### config.mk
export PLATFORM = sky130hd
export DESIGN_NAME = led7_scan
export DESIGN_NICKNAME = d
export VERILOG_FILES = /design/src/rtl/led7_scan.sv
export SDC_FILE = /design/constraint.sdc
export NUM_CORES = 1
export LEC_CHECK = 0
export CAP_MARGIN = 20
export CORE_ASPECT_RATIO = 0.8
export CORE_MARGIN = 5
export CORE_UTILIZATION = 50
export DETAILED_ROUTE_END_ITERATION = 12
export PLACE_DENSITY = 0.74
export SYNTH_ARGS = -nofsm -noshare
export SYNTH_HDL_FRONTEND = slang
export SYNTH_SLANG_ARGS = --single-unit
### constraint.sdc
create_clock -name clk -period 2.8 [get_ports clk]
set_input_delay 0.56 -clock clk [delete_from_list [all_inputs] [get_ports clk]]
set_output_delay 0.56 -clock clk [all_outputs]
set_load 0.05 [all_outputs]
### src/rtl/led7_scan.sv
// Time-multiplexed seven-segment driver for a common-anode bank: latches hex nibbles,
// scans one digit per slot with ghost blanking, decimal points and leading-zero blanking.
module led7_scan #(
   parameter int DIGITS       = 4,
   parameter int PRESCALE     = 50000,
   parameter int BLANK_CYCLES = 1
) (
   input  logic                  clk,
   input  logic                  rst,
   input  logic [4*DIGITS-1:0]   in_value,
   input  logic                  in_load,
   input  logic [DIGITS-1:0]     in_dp,
   input  logic                  in_blank_lz,
   output logic [6:0]            out_led,
   output logic                  out_dp,
   output logic [DIGITS-1:0]     out_an
);

   localparam int CW = $clog2(PRESCALE);
   localparam int IW = (DIGITS > 1) ? $clog2(DIGITS) : 1;

   logic [CW-1:0]         cnt_reg;
   logic [IW-1:0]         idx_reg;
   logic [4*DIGITS-1:0]   val_reg;
   logic [DIGITS-1:0]     dp_reg;

   logic [3:0]            nib [DIGITS];
   logic [DIGITS-1:0]     sel;
   logic [DIGITS-1:0]     supp;
   logic                  slot_end;

   logic [6:0]            led_next;
   logic                  dp_next;
   logic [DIGITS-1:0]     an_next;
   logic [3:0]            nib_cur;
   logic                  supp_cur;

   function automatic logic [6:0] decode(input logic [3:0] code);
      logic [6:0] seg;
      case (code)
         4'h0: seg = 7'b0000001;
         4'h1: seg = 7'b1001111;
         4'h2: seg = 7'b0010010;
         4'h3: seg = 7'b0000110;
         4'h4: seg = 7'b1001100;
         4'h5: seg = 7'b0100100;
         4'h6: seg = 7'b0100000;
         4'h7: seg = 7'b0001111;
         4'h8: seg = 7'b0000000;
         4'h9: seg = 7'b0000100;
         4'hA: seg = 7'b0001000;
         4'hB: seg = 7'b1100000;
         4'hC: seg = 7'b0110001;
         4'hD: seg = 7'b1000010;
         4'hE: seg = 7'b0110000;
         default: seg = 7'b0111000;
      endcase
      return seg;
   endfunction

   // Digit i is a leading zero when it and every more significant nibble is zero.
   for (genvar gi = 0; gi < DIGITS; gi++) begin : g_digit
      assign nib[gi]  = val_reg[4*gi +: 4];
      assign sel[gi]  = (idx_reg == IW'(gi));
      if (gi == 0) begin : g_lsd
         assign supp[gi] = 1'b0;
      end else begin : g_upper
         assign supp[gi] = (val_reg[4*DIGITS-1:4*gi] == '0);
      end
   end

   assign slot_end = (cnt_reg == CW'(PRESCALE - 1));

   always_comb begin
      nib_cur  = 4'h0;
      supp_cur = 1'b0;
      for (int i = 0; i < DIGITS; i++) begin
         if (sel[i]) begin
            nib_cur  = nib[i];
            supp_cur = supp[i];
         end
      end
   end

   always_comb begin
      led_next = 7'b1111111;
      dp_next  = 1'b1;
      an_next  = '1;
      if (!(cnt_reg < CW'(BLANK_CYCLES))) begin
         an_next = ~sel;
         dp_next = ~|(dp_reg & sel);
         if (!(in_blank_lz && supp_cur))
            led_next = decode(nib_cur);
      end
   end

   always_ff @(posedge clk or posedge rst) begin
      if (rst) begin
         cnt_reg <= '0;
         idx_reg <= '0;
         val_reg <= '0;
         dp_reg  <= '0;
         out_led <= 7'b1111111;
         out_dp  <= 1'b1;
         out_an  <= '1;
      end else begin
         if (in_load) begin
            val_reg <= in_value;
            dp_reg  <= in_dp;
         end
         if (slot_end) begin
            cnt_reg <= '0;
            idx_reg <= (idx_reg == IW'(DIGITS - 1)) ? '0 : idx_reg + 1'b1;
         end else begin
            cnt_reg <= cnt_reg + 1'b1;
         end
         out_led <= led_next;
         out_dp  <= dp_next;
         out_an  <= an_next;
      end
   end

endmodule
==> impl_metrics.csv, run 1 <==
group,metric,value,unit
run_status,status,"finished, final reports clean",
power_and_ir_drop,p_sw,415,uW
synthesis,syn-instance-count,220,
detailed_routing,antenna_left,0,
global_route,grt-ovfl-total,0,
power_and_ir_drop,seqPwrFrac,0.530,
flow_run,max-cap-violations,0,
sta,rsz0062_at_grt,"false",
detailed_routing,avgRoutedWirePerCell,15.0,um
clock_network,cts_sinks,50,
finish,regArea,0.00127,sq mm
clock_network,post-cts-setup-buffers,0,
placed_design,place_congestion,0.859,
power_and_ir_drop,p_sw_frac,0.272,
hold_path,hp-class,"register to register",
power_and_ir_drop,comb_power_share,0.190,
sta,setup_viol,0,
power_and_ir_drop,vdd_drop_max,0.363,mV
placed_design,placed_cell_area,0.00296,sq mm
clock_network,h-tree-depth,2,
sta,worst_pin_slew,0.553,ns
clock_network,cts_made_buffers,5,
synthesis,synth.avg_cell_area,11.6,sq um
global_route,use_met2,0.235,
synthesis,async_flop_share,1.00,
power_and_ir_drop,p_clk_frac,0.280,
clock_network,clk_latency,0.30,ns
critical_path,cp.required,3.03,ns
critical_path,cp-start-kind,"register",
clock_network,path_clk_slew,0.08,ns
clock_network,clock_path_buffers,2,
clock_network,cts_root_buffer,"clkbuf_8",
global_route,grt_pass1_vias,1678,
global_route,grt_antenna_before_repair,0,
finish,drive_above_1_share,0.232,
die,fp.dieH,73.8,um
critical_path,endpoint_kind,"register",
sta,max_freq,423,MHz
synthesis,synth_flop_cell,"dfrtp_1",
global_route,grt_use_met1,0.222,
sta,hold_viol,0,
placed_design,hpwl,3600,um
synthesis,ys_warn_count,0,
die,design.core.area,0.00498,sq mm
die,dieArea,0.00663,sq mm
finish,diodes,0,
finish,fillerInstances,401,
placed_design,io_buffers,35,
synthesis,synth_edf_count,0,
power_and_ir_drop,power_density,501,mW/mm^2
sta,relSlewSlack,0.631,
detailed_routing,wl,4820,um
sta,tns,0,ns
global_route,grt_pass1_wl,8330,um
synthesis,ys_seq_elements,50,
sta,finalMaxSlewViolations,0,
die,rows,23,
synthesis,synth_cell_types,47,
clock_network,hold_buffers,0,
global_route,gr-usage-all-layers,0.157,
detailed_routing,via_count,1718,
critical_path,r2r_cells,9,
sta,timing.hold.ws,0.492,ns
detailed_routing,drc_errors,0,
sta,fin_crit_sh,0.844,
global_route,busiest_layer,"met2",
global_route,use_met3,0.0420,
detailed_routing,drtPass1Iterations,4,
die,initial_utilization,0.511,
clock_network,cts_tree,"yes",
hold_path,min_path_cells,1,
detailed_routing,dr.first_iter.drc_count,107,
critical_path,cp_max_fo,11,
die,io_pins,36,
synthesis,syn_nets,256,
finish,final_nets,294,
finish,finalInstanceArea,0.00305,sq mm
sta,period_needed,2.36,ns
finish,multiInputGateArea,0.00118,sq mm
die,die_x,89.8,um
critical_path,critical_path_class,"register to register",
global_route,grt_max_degree,29,
synthesis,ys_seq_area_frac,0.498,
synthesis,netlist_area,0.00254,sq mm
critical_path,arrival,2.60,ns
power_and_ir_drop,power.internal,1110,uW
detailed_routing,viasPerCell,5.35,
finish,area_growth,19.9,%
sta,skew,0.00296,ns
power_and_ir_drop,power_leakage,0.00131,uW
clock_network,cts_resized,0,
critical path, cell delays in order, from the launching register on:
cell      delay (ns)
dfrtp_1         0.41
inv_1           0.12
ha_1            0.36
a211oi_1        0.14
a221oi_2        0.43
inv_1           0.17
ha_1            0.32
a21oi_1         0.14
a32o_1          0.14
nand2_1         0.05
stage by stage:
| stage | setup slack, ns | cells | power (uW) | utilization |
|---|---|---|---|---|
| after CTS | 0.454 | 321 | 1540 | 0.613 |
| after global routing | 0.234 | 321 | 1600 | 0.613 |
| after global placement | 0.555 | 313 | 1110 | 0.595 |
| final | 0.438 | 321 | 1530 | 0.613 |
| after detailed placement | 0.482 | 313 | 1120 | 0.595 |
| after floorplan | 0.735 | 220 | 1010 | - |
layout by cell type, fill, tap and decap left out, types with 2 or more instances in the layout:
| cell type | netlist | final |
|---|---|---|
| nand3b_1 | 5 | 5 |
| a22oi_1 | 2 | 2 |
| o21ai_0 | 3 | 3 |
| dfstp_2 | 12 | 12 |
| xor2_1 | 8 | 8 |
| dfrtp_1 | 38 | 38 |
| mux2i_1 | 3 | 3 |
| clkbuf_8 | 0 | 6 |
| or2_2 | 2 | 2 |
| a221oi_2 | 2 | 2 |
| mux2_2 | 19 | 19 |
| nor4_1 | 4 | 4 |
| inv_1 | 12 | 11 |
| a21oi_1 | 3 | 3 |
| o211ai_2 | 3 | 3 |
| buf_4 | 2 | 3 |
| nand2_1 | 17 | 17 |
| a311oi_2 | 2 | 2 |
| ha_1 | 12 | 12 |
| nand3_1 | 10 | 10 |
| nor3b_1 | 6 | 6 |
| clkdlybuf4s50_1 | 0 | 35 |
| o221ai_1 | 2 | 2 |
| nor2b_1 | 2 | 2 |
| a211oi_1 | 2 | 2 |
| nor2_1 | 13 | 13 |
| nand4_1 | 3 | 3 |
| xnor2_1 | 5 | 5 |
| nand2b_1 | 5 | 5 |
area by class of cell:
| cell class | count | area share |
|---|---|---|
| Sequential cell | 50 | 0.415 |
| Inverter | 12 | 0.0148 |
| Multi-Input combinational cell | 150 | 0.386 |
| Tap cell | 62 | 0.0254 |
| Clock buffer | 7 | 0.0283 |
| Timing Repair Buffer | 39 | 0.129 |
| Clock inverter | 1 | 0.00164 |
path summary, 6_finish.rpt:
check | start | endpoint | slack [ns]
max reg2reg | idx_reg[1]$_DFFE_PP0N_ | out_led[3]$_DFF_PP1_ | 0.44
max | idx_reg[1]$_DFFE_PP0N_ | out_led[3]$_DFF_PP1_ | 0.44
min in group asynchronous | rst | val_reg[15]$_DFFE_PP0P_ | 0.60
min reg2reg | cnt_reg[11]$_DFF_PP0_ | cnt_reg[11]$_DFF_PP0_ | 0.49
max in group asynchronous | rst | out_an[0]$_DFF_PP1_ | 1.61
min | cnt_reg[11]$_DFF_PP0_ | cnt_reg[11]$_DFF_PP0_ | 0.49
per-layer routing:
layer	wire (um)	part of all wire
met2	2070	0.43
met3	235	0.049
met4	65	0.013
met1	2450	0.51
met5	0	0
power groups by stage:
stage	sequential (uW)	clock, uW	combinational [uW]
finish	810	428	291
global route	815	472	313
CTS	810	441	294
detailed placement	824	0	293
global placement	823	0	288
floorplan	887	0	124
Yosys cell counts, types with 4 or more instances:
master    count  share of area
inv_1        12          0.018
dfrtp_1      38           0.37
nand2_1      17          0.025
xnor2_1       5          0.017
nor4_1        4         0.0098
dfstp_2      12           0.12
xor2_1        8          0.028
nand3_1      10          0.020
ha_1         12          0.059
nand2b_1      5          0.012
nand3b_1      5          0.015
nor2_1       13          0.019
nor3b_1       6          0.018
mux2_2       19          0.084
cell families (layout without fill, tap and decap cells):
group,Yosys count,after routing,synth area share
XOR/XNOR,13,13,0.0447
adder cells (fa/ha/maj),12,12,0.0590
AND/OR/NAND/NOR,78,78,0.171
flip-flops,50,50,0.498
multiplexers,22,22,0.0959
AO/OA/AOI/OAI,25,25,0.0924
buffers and inverters,20,59,0.0393
(Power assumes the default switching activity.)
==> run 2: changes to the inputs <==
clock period = 2.2 ns   (was 2.8 ns; I/O delays follow)
==> impl_metrics.csv, run 2 (same netlist as run 1, synthesis figures left out) <==
group,metric,value,unit
power_and_ir_drop,vdd_drop_max,0.416,mV
clock_network,h-tree-depth,2,
power_and_ir_drop,p_sw_frac,0.244,
clock_network,cts_root_buffer,"clkbuf_8",
finish,final_common_cell,"dfrtp_1",
placed_design,place_congestion,0.843,
detailed_routing,via_count,1774,
sta,max_freq,469,MHz
global_route,grt_pass1_vias,1705,
power_and_ir_drop,p_total,2200,uW
hold_path,hp-class,"input port to asynchronous set/reset pin",
critical_path,endpoint_kind,"register",
finish,instances_no_fill,330,
clock_network,path_clk_slew,0.09,ns
critical_path,cp_num_cells,9,
clock_network,cts_made_buffers,5,
power_and_ir_drop,p_clk_frac,0.352,
die,dieArea,0.00663,sq mm
sta,relSlewSlack,0.656,
die,design.core.area,0.00498,sq mm
clock_network,cts_sinks,50,
clock_network,cts_tree,"yes",
detailed_routing,avgRoutedWirePerCell,15.3,um
power_and_ir_drop,seqPwrFrac,0.468,
critical_path,cpPeakStageDelay,0.46,ns
critical_path,cp_max_fo,5,
critical_path,critical_path.slowest_cell,"dfrtp_2",
die,initial_utilization,0.511,
finish,final_nets,303,
clock_network,clock_path_buffers,2,
sta,setup_viol,0,
critical_path,crit_buf_inv,2,
global_route,grt-ovfl-total,0,
global_route,grt_pass1_wl,8420,um
critical_path,cp-start-kind,"register",
die,die_x,89.8,um
detailed_routing,drc_errors,0,
finish,final_core_util,0.651,
critical_path,cp.required,2.42,ns
critical_path,cp_top_family,"compound AO/OA/AOI/OAI gates",
global_route,grt_max_degree,32,
finish,mostFrequentLayoutCells,"37 x dfrtp_1, 35 x clkdlybuf4s50_1, 19 x mux2_2",
placed_design,io_buffers,35,
finish,area_growth,27.3,%
global_route,gr-usage-all-layers,0.158,
sta,fin_crit_sh,0.969,
global_route,grt_antenna_before_repair,0,
detailed_routing,viasPerCell,5.38,
run_status,status,"finished, final reports clean",
flow_run,max-cap-violations,0,
finish,diodes,0,
sta,hold_viol,0,
power_and_ir_drop,comb_power_share,0.180,
placed_design,hpwl,3630,um
power_and_ir_drop,power_leakage,0.00138,uW
power_and_ir_drop,power_density,680,mW/mm^2
sta,period_needed,2.13,ns
critical_path,arrival,2.35,ns
detailed_routing,wl,5070,um
die,rows,23,
critical_path,path_cells,"inv_2 > ha_2 > a211oi_1 > a221oi_2 > inv_1 > ha_1 > a21oi_1 > a32o_1 > nand2_1",
power_and_ir_drop,p_sw,538,uW
die,io_pins,36,
finish,drive_above_1_share,0.299,
critical_path,r2r_cells,9,
clock_network,hold_buffers,0,
sta,worst_pin_slew,0.509,ns
die,fp.dieH,73.8,um
placed_design,placed_cells,318,
detailed_routing,drtPass1Iterations,5,
clock_network,clk_latency,0.30,ns
sta,finalMaxSlewViolations,0,
critical_path,critical_path_class,"register to register",
sta,skew,0.0105,ns
power_and_ir_drop,power.internal,1660,uW
detailed_routing,dr.first_iter.drc_count,57,
detailed_routing,antenna_left,0,
## run 2: cell type report
cell class | instances | area, sq um
Multi-Input combinational cell | 150 | 1240
Clock buffer | 6 | 82.6
Fill cell | 383 | 1740
Clock inverter | 2 | 60.1
Inverter | 12 | 45.0
Timing Repair Buffer | 48 | 464
Sequential cell | 50 | 1270
Tap cell | 62 | 77.6
## run 2: worst reg2reg max path: cells and delay by family, from the launching register on
family	cells	cell delay, ns
and+or+nand+nor	1	0.06
DFF	1	0.46
buffers and inverters	2	0.27
adders and majority gates	2	0.55
AOI/OAI and AO/OA	4	0.72
## run 2: power by group through the flow
stage	Sequential, uW	Combinational (uW)	Clock, uW
after floorplan	1130	158	0
after global placement	1050	373	0
after detailed placement	1050	378	0
after CTS	1030	381	797
after global routing	1040	427	834
final	1030	396	776
## run 2: routing by layer
layer	vias up	global-route usage	wire [um]
li1	873	-	-
met1	865	0.232	2560
met2	29	0.231	2240
met3	7	0.0409	226
met4	0	0.0403	42
met5	-	0	0
## run 2: stage by stage
step	instance area (sq um)	setup slack (ns)	hold slack, ns	setup TNS [ns]
after floorplan	2540	0.135	0.452	0
after global placement	3000	0.145	0.482	0
after detailed placement	3000	0.0298	0.478	0
after CTS	3140	0.00447	0.472	0
after global routing	3240	-0.0853	0.495	-0.0938
final	3240	0.0684	0.463	0
## run 2: timing repair
| item | CTS | global route |
|---|---|---|
| setup endpoints to repair | 0 | 7 |
| gates resized for setup | 0 | 15 |
| hold endpoints to repair | 0 | 0 |
| setup buffers | 0 | 4 |
## run 2: final timing paths
kind,from,endpoint,slack [ns]
min,rst,val_reg[14]$_DFFE_PP0P_,0.46
max reg2reg,idx_reg[1]$_DFFE_PP0N_,out_led[3]$_DFF_PP1_,0.07
max in group asynchronous,rst,out_an[2]$_DFF_PP1_,1.15
min reg2reg,cnt_reg[11]$_DFF_PP0_,cnt_reg[11]$_DFF_PP0_,0.49
min in group clk,cnt_reg[11]$_DFF_PP0_,cnt_reg[11]$_DFF_PP0_,0.49
max,idx_reg[1]$_DFFE_PP0N_,out_led[3]$_DFF_PP1_,0.07
